===== src/rtl/mem_access_pkg.sv =====
// Shared definitions for the data-memory access unit: request opcode fields,
// access sizes, FSM states and the halfword extension helper.
package mem_access_pkg;

  localparam int OP_STORE = 3;
  localparam int OP_UNS   = 2;
  localparam int OP_SZ_HI = 1;
  localparam int OP_SZ_LO = 0;

  localparam logic [1:0] SZ_BYTE = 2'd0;
  localparam logic [1:0] SZ_HALF = 2'd1;
  localparam logic [1:0] SZ_WORD = 2'd2;

  typedef enum logic [1:0] {IDLE, ISSUE, WAIT, RESP} state_t;

  function automatic logic [31:0] sign_extension(input logic [15:0] val, input logic zero_ext);
    return zero_ext ? {16'h0000, val} : {{16{val[15]}}, val};
  endfunction

endpackage


===== src/rtl/load_data_extender.sv =====
// Combinational big-endian lane select and sign/zero extension of a loaded word.
module load_data_extender
  import mem_access_pkg::*;
(
  input  logic [31:0] rdata,
  input  logic [1:0]  offset,
  input  logic [1:0]  size,
  input  logic        is_unsigned,
  output logic [31:0] ext
);

  logic [7:0]  byte_sel;
  logic [15:0] half_sel;

  always_comb begin
    // Offset 0 is the most significant byte.
    case (offset)
      2'd0:    byte_sel = rdata[31:24];
      2'd1:    byte_sel = rdata[23:16];
      2'd2:    byte_sel = rdata[15:8];
      default: byte_sel = rdata[7:0];
    endcase
    half_sel = offset[1] ? rdata[15:0] : rdata[31:16];

    case (size)
      SZ_BYTE: ext = is_unsigned ? {24'h000000, byte_sel} : {{24{byte_sel[7]}}, byte_sel};
      SZ_HALF: ext = sign_extension(half_sel, is_unsigned);
      default: ext = rdata;
    endcase
  end

endmodule


===== src/rtl/mem_access_unit.sv =====
// Data-memory access unit: one outstanding request, registered memory port,
// byte-enable/lane generation on stores and extended read data on loads.
module mem_access_unit
  import mem_access_pkg::*;
#(
  parameter int ADDR_W = 32
) (
  input  logic              clk,
  input  logic              reset,
  input  logic              req_Valid,
  output logic              req_Ready,
  input  logic [3:0]        req_Op,
  input  logic [ADDR_W-1:0] req_Addr,
  input  logic [31:0]       req_Wdata,
  output logic              rsp_Valid,
  output logic [31:0]       rsp_Rdata,
  output logic              rsp_Err,
  output logic              mem_Valid,
  input  logic              mem_Ready,
  output logic              mem_We,
  output logic [ADDR_W-1:0] mem_Addr,
  output logic [3:0]        mem_Be,
  output logic [31:0]       mem_Wdata,
  input  logic              mem_Rvalid,
  input  logic [31:0]       mem_Rdata
);

  state_t      state;
  logic [1:0]  req_size;
  logic [1:0]  req_off;
  logic        req_err;
  logic [3:0]  req_be;
  logic [31:0] req_wd;

  logic        cap_uns;
  logic [1:0]  cap_size;
  logic [1:0]  cap_off;
  logic [31:0] load_ext;

  assign req_size = req_Op[OP_SZ_HI:OP_SZ_LO];
  assign req_off  = req_Addr[1:0];

  always_comb begin
    req_err = 1'b0;
    req_be  = 4'b0000;
    req_wd  = req_Wdata;
    case (req_size)
      SZ_BYTE: begin
        req_be = 4'b1000 >> req_off;
        req_wd = {4{req_Wdata[7:0]}};
      end
      SZ_HALF: begin
        req_be  = req_off[1] ? 4'b0011 : 4'b1100;
        req_wd  = {2{req_Wdata[15:0]}};
        req_err = req_off[0];
      end
      SZ_WORD: begin
        req_be  = 4'b1111;
        req_err = |req_off;
      end
      default: req_err = 1'b1;
    endcase
  end

  load_data_extender u_ext (
    .rdata       (mem_Rdata),
    .offset      (cap_off),
    .size        (cap_size),
    .is_unsigned (cap_uns),
    .ext         (load_ext)
  );

  always_ff @(posedge clk or posedge reset) begin
    if (reset) begin
      state     <= IDLE;
      req_Ready <= 1'b1;
      rsp_Valid <= 1'b0;
      rsp_Rdata <= 32'h0;
      rsp_Err   <= 1'b0;
      mem_Valid <= 1'b0;
      mem_We    <= 1'b0;
      mem_Addr  <= '0;
      mem_Be    <= 4'b0000;
      mem_Wdata <= 32'h0;
      cap_uns   <= 1'b0;
      cap_size  <= 2'd0;
      cap_off   <= 2'd0;
    end else begin
      case (state)
        IDLE: begin
          if (req_Valid) begin
            req_Ready <= 1'b0;
            cap_uns   <= req_Op[OP_UNS];
            cap_size  <= req_size;
            cap_off   <= req_off;
            if (req_err) begin
              state     <= RESP;
              rsp_Valid <= 1'b1;
              rsp_Err   <= 1'b1;
            end else begin
              state     <= ISSUE;
              mem_Valid <= 1'b1;
              mem_We    <= req_Op[OP_STORE];
              mem_Addr  <= {req_Addr[ADDR_W-1:2], 2'b00};
              mem_Be    <= req_be;
              mem_Wdata <= req_Op[OP_STORE] ? req_wd : 32'h0;
            end
          end
        end
        ISSUE: begin
          if (mem_Ready) begin
            mem_Valid <= 1'b0;
            mem_We    <= 1'b0;
            mem_Addr  <= '0;
            mem_Be    <= 4'b0000;
            mem_Wdata <= 32'h0;
            if (mem_We) begin
              state     <= RESP;
              rsp_Valid <= 1'b1;
            end else begin
              state <= WAIT;
            end
          end
        end
        WAIT: begin
          if (mem_Rvalid) begin
            rsp_Rdata <= load_ext;
            rsp_Valid <= 1'b1;
            state     <= RESP;
          end
        end
        RESP: begin
          rsp_Valid <= 1'b0;
          rsp_Rdata <= 32'h0;
          rsp_Err   <= 1'b0;
          req_Ready <= 1'b1;
          state     <= IDLE;
        end
        default: state <= IDLE;
      endcase
    end
  end

endmodule


===== config.mk =====
export PLATFORM = sky130hd
export DESIGN_NAME = mem_access_unit
export DESIGN_NICKNAME = d
export VERILOG_FILES = /design/src/rtl/mem_access_pkg.sv /design/src/rtl/load_data_extender.sv /design/src/rtl/mem_access_unit.sv
export SDC_FILE = /design/constraint.sdc
export NUM_CORES = 1
export LEC_CHECK = 0
export ABC_CLOCK_PERIOD_IN_PS = 4310
export BUFFER_PORTS_ARGS = -buffer_cell sky130_fd_sc_hd__buf_4
export CORE_AREA = 2 2 123 125
export CTS_BUF_LIST = sky130_fd_sc_hd__clkbuf_8 sky130_fd_sc_hd__clkbuf_16
export CTS_CLUSTER_SIZE = 30
export DETAILED_ROUTE_END_ITERATION = 8
export DIE_AREA = 0 0 125 127
export SLEW_MARGIN = 40
export SYNTH_ARGS = -nofsm -noshare
export SYNTH_HDL_FRONTEND = slang
export SYNTH_SLANG_ARGS = --single-unit

===== constraint.sdc =====
create_clock -name clk -period 4.31 [get_ports clk]
set_clock_uncertainty 0.1 [all_clocks]
set_input_delay 0.431 -clock clk [delete_from_list [all_inputs] [get_ports clk]]
set_output_delay 0.431 -clock clk [all_outputs]
set_load 0.1 [all_outputs]

; ---- Word level (Yosys, flattened, before mapping)
; Cells that the tools add are included.
[classes]
shift = 1
mux = 45
n_eq_ne = 14
n_reduce_logical = 15
[ops]
columns = operator, count
row1 = one-hot mux 32 bit (2 select lines), 5
row2 = two-way mux 32 bit, 9
row3 = one-hot mux 8 bit (3 select lines), 1
row4 = two-way mux 16 bit, 1
row5 = two-way mux 4 bit, 4
row6 = two-way mux 1 bit, 12
row7 = "!= test 2 bit, second input constant", 6
row8 = one-hot mux 4 bit (3 select lines), 1
row9 = "== test 2 x 1 -> 1 bit, second input constant", 4
row10 = "== test 2 bit, second input constant", 4
row11 = logical NOT 2 bit, 4
row12 = two-way mux 2 bit, 4
row13 = one-hot mux 1 bit (2 select lines), 4
row14 = one-hot mux 2 bit (4 select lines), 1
row15 = one-hot mux 4 bit (2 select lines), 1
row16 = AND reduction 2 bit, 3
row17 = AND reduction 3 bit, 2
row18 = nonzero test 2 bit, 3
row19 = AND reduction 5 bit, 1
row20 = one-hot mux 1 bit (4 select lines), 1
row21 = AND reduction 4 bit, 1
row22 = "right shift 4 x 2 -> 4 bit, first input constant", 1
row23 = one-hot mux 1 bit (3 select lines), 1
row24 = OR reduction 2 bit, 1
[totals]
in_bits = 105
ff_bits = 112

; ---- Depth between registers and ports, before layout
[depth]
depth_word = 6
depth_mapped = 9
depth_no_buf = 6

; ---- Modules after synthesis
; A second synthesis with hierarchy kept.
[hier_totals]
cells_unflattened = 591
area_unflattened_um2 = 5953.2
[by_module_without_submodules]
columns = mod, cells_per_inst, area_per_inst_um2, instances
row1 = mem_access_unit, 484, 5166.2, 1
row2 = load_data_extender, 107, 787.0, 1

; ---- Least setup slack after synthesis
; No wires, ideal clock.
[synth_timing]
path_kind = reg-to-reg
start = register state[0]
end = register mem_Wdata[0]
period_less_slack_ns = 2.159
n_path_buf = 3
stages_incl_launch_ff = 10
arrival_time_ns = 1.990
setup_slack_ns = 2.151
path_cell_list = dfrtp_1 > inv_1 > ha_1 > clkbuf_1 > nand2_1 > a211oi_4 > and2_1 > buf_4 > buf_4 > a22o_1
[synth_between]
elab_chain_cells = 3
[synth_rtl]
columns = item, line_no
row1 = from (decl), mem_access_unit.sv:28  ; state_t state;
row2 = from (signal assigned), mem_access_unit.sv:75  ; state <= IDLE;
row3 = from (signal assigned), mem_access_unit.sv:97  ; state <= RESP;
row4 = from (signal assigned), mem_access_unit.sv:101  ; state <= ISSUE;
row5 = == test 2 x 1 -> 1 bit or logical NOT 2 bit (tied branches), mem_access_unit.sv:89  ; case (state)
row6 = != test 2 bit (no source line) or nonzero test 2 bit (tied branches), n/a
row7 = AND reduction 4 bit (no source line), n/a
row8 = to (signal assigned), mem_access_unit.sv:106  ; mem_Wdata <= req_Op[OP_STORE] ? req_wd : 32'h0;
row9 = to (decl), mem_access_unit.sv:23  ; output logic [31:0] mem_Wdata,
; Several ways; a longest one is shown, not always the timed one.
; A chain may end at the register's enable or synchronous reset.

; ---- Final worst setup path
[layout_timing]
start = register state[0]
end = register mem_Wdata[27]
; The elaborated chain is that of the path after synthesis.

==> results.tsv <==
metric	value	unit
run_status	finished, final reports clean	
grt_pass1_wl	23820	um
async_flop_share	100.0	%
area_growth	40.83	%
grt_pass1_vias	4445	
synth_flop_cell	dfrtp_1	
syn_avg_cell_area	11.60	um^2
ios	210	
syn_inst	430	
wl_per_cell	18.32	um
clk_latency	340	ps
drt_pass1_iterations	6	
cts_resized	0	
die_area	0.01588	mm^2
cts_tree	done	
regArea	0.002754	mm^2
dpl.hpwl	10830	um
cts-root-buf	clkbuf_16	
worst_pin_slew	720.3	ps
initial_utilization	34.59	%
nFillCells	1356	
drc_errors	0	
antenna_cells	0	
drt_iter0_markers	280	
globalRouteOverflowTotal	0	
vias_per_cell	5.276	
hold_class	in -> reg	
core	0.01442	mm^2
pre_cts_slack	1525	ps
drv_cap	0	
tns	0	ps
clk_pin_slew_worst_paths	70	ps
yosysWarnings	0	
ys_ff_latch	110	
clk_path_buf_depth	2	
cts.sinks	110	
yosysTopAreaCell	dfrtp_1	
synth_cell_types	44	
finalSetupViolations	0	
portBuffers	207	
fp.dieW	125	um
setup_ws	1515	ps
grt_max_degree	68	
rsz0062_at_grt	no	
worstPathRequired	4490	ps
synth_edf_count	0	
htree_levels	3	
syn_area	0.004989	mm^2
arrival	2980	ps
min_period	2795	ps
cts_buffers	9	
period_share	64.85	%
multiInputGateArea	0.002072	mm^2
hold_viol_final	0	
grt.total_usage	18.83	%
row_count	44	
drive_gt1_share	39.11	%
die_y	127	um
max_freq	357.8	MHz
cp-start-kind	flop	
synthTopCellsByArea	dfrtp_1, a22o_1, mux2i_1, o21ai_0, a221o_1	
antenna_found_initial	0	
crit_fanout	35	
gp_congestion	0.8793	
worstSetupPathType	reg -> reg	
synth_top_area_share	54.68	%
final_nets	733	
synth_seq_area_share	55.20	%
wl	14900	um
num_vias	4289	
endpoint_kind	flop	
slew_headroom	51.98	%
final_antenna_net_count	0	
drv_slew	0	
[final timing paths]
| check | start | end | slack (ps) | cells past startpoint |
|---|---|---|---|---|
| worst max-delay path | state[0]$_DFFE_PP0P_ | mem_Wdata[27]$_DFFE_PP0P_ | 1510 | 7 |
| worst max register to register | state[0]$_DFFE_PP0P_ | mem_Wdata[27]$_DFFE_PP0P_ | 1510 | 7 |
| worst min-delay path | req_Addr[20] | mem_Addr[20]$_DFFE_PP0P_ | 200 | 2 |
| min in group asynchronous | reset | mem_Addr[14]$_DFFE_PP0P_ | 520 | 3 |
| worst min register to register | rsp_Rdata[4]$_DFFE_PP0P_ | rsp_Rdata[4]$_DFFE_PP0P_ | 390 | 2 |
| max in group asynchronous | reset | state[0]$_DFFE_PP0P_ | 2630 | 4 |
[flip-flops by register name, summed over array words and instances (netlist names)]
signal     count
mem_Valid      1
rsp_Err        1
mem_Wdata     32
state          2
rsp_Rdata     32
cap_size       2
mem_Addr      30
req_Ready      1
mem_We         1
cap_uns        1
rsp_Valid      1
cap_off        2
mem_Be         4
[final cells by class]
| class | count | area share [%] |
|---|---|---|
| Sequential cell | 110 | 39.20 |
| Multi-Input combinational cell | 278 | 29.49 |
| Inverter | 9 | 0.5165 |
| Timing Repair Buffer | 216 | 23.12 |
| Tap cell | 184 | 3.277 |
| Clock inverter | 5 | 0.8014 |
| Clock buffer | 11 | 3.597 |
[routing by layer]
metal / vias to the layer above / part of all wire, % / GRT usage [%]
met3: 15 / 11 / 7.035
met1: 2060 / 42 / 24.68
met4: 0 / 1.2 / 5.163
met5: - / 0 / 0
li1: 1987 / - / -
met2: 227 / 46 / 29.57
[layout by cell type, fill, tap and decap left out, drive strengths merged, types with 14 or more instances in the layout]
cell,instances
a221o,16
a22o,49
buf,215
dfrtp,109
mux2i,29
nand2,31
nor2,14
o21ai,35
o2bb2ai,18
[critical path: stages, from the launching register on]
cell      delay (ps)
dfrtp_1          400
inv_1            130
ha_1             330
nand2_1          270
a211oi_4         260
buf_4            370
and2_1           630
a22o_1           230
[per-stage QoR]
stage	area, um^2	hold WS, ps	std cells	util, %
4_1_cts	7025	183.1	813	48.71
2_1_floorplan	4992	459.0	431	-
5_1_grt	7025	179.0	813	48.71
3_5_place_dp	6706	341.1	796	46.50
6_report	7025	200.0	813	48.71
3_3_place_gp	6704	338.5	796	46.48
[what timing repair did]
item | CTS | global route
hold buffers | 1 | 0
endpoints found under the setup margin | 0 | 0
setup buffers | 0 | 0
endpoints found under the hold margin | 27 | 0
[kinds of logic after synthesis]
logic type | synth area share [%]
AND/OR/NAND/NOR | 7.399
other | 0.07517
multiplexers | 7.625
buffers and inverters | 3.687
adder cells (fa/ha/maj) | 1.003
flip-flops | 55.20
AO/OA/AOI/OAI | 25.01
[cell usage after synthesis, types with 8 or more instances]
cell and number:
a22o_1 49, mux2i_1 29, inv_1 9, nor2_1 14, o21a_1 8, nor2b_1 11
nand2_1 31, clkbuf_1 18, a221o_1 16, o2bb2ai_1 18, dfrtp_1 109, o21ai_0 34
Power is left out: the tool's default activity adds up to more than one toggle a clock period on the data nets, which glitch-free logic cannot reach.
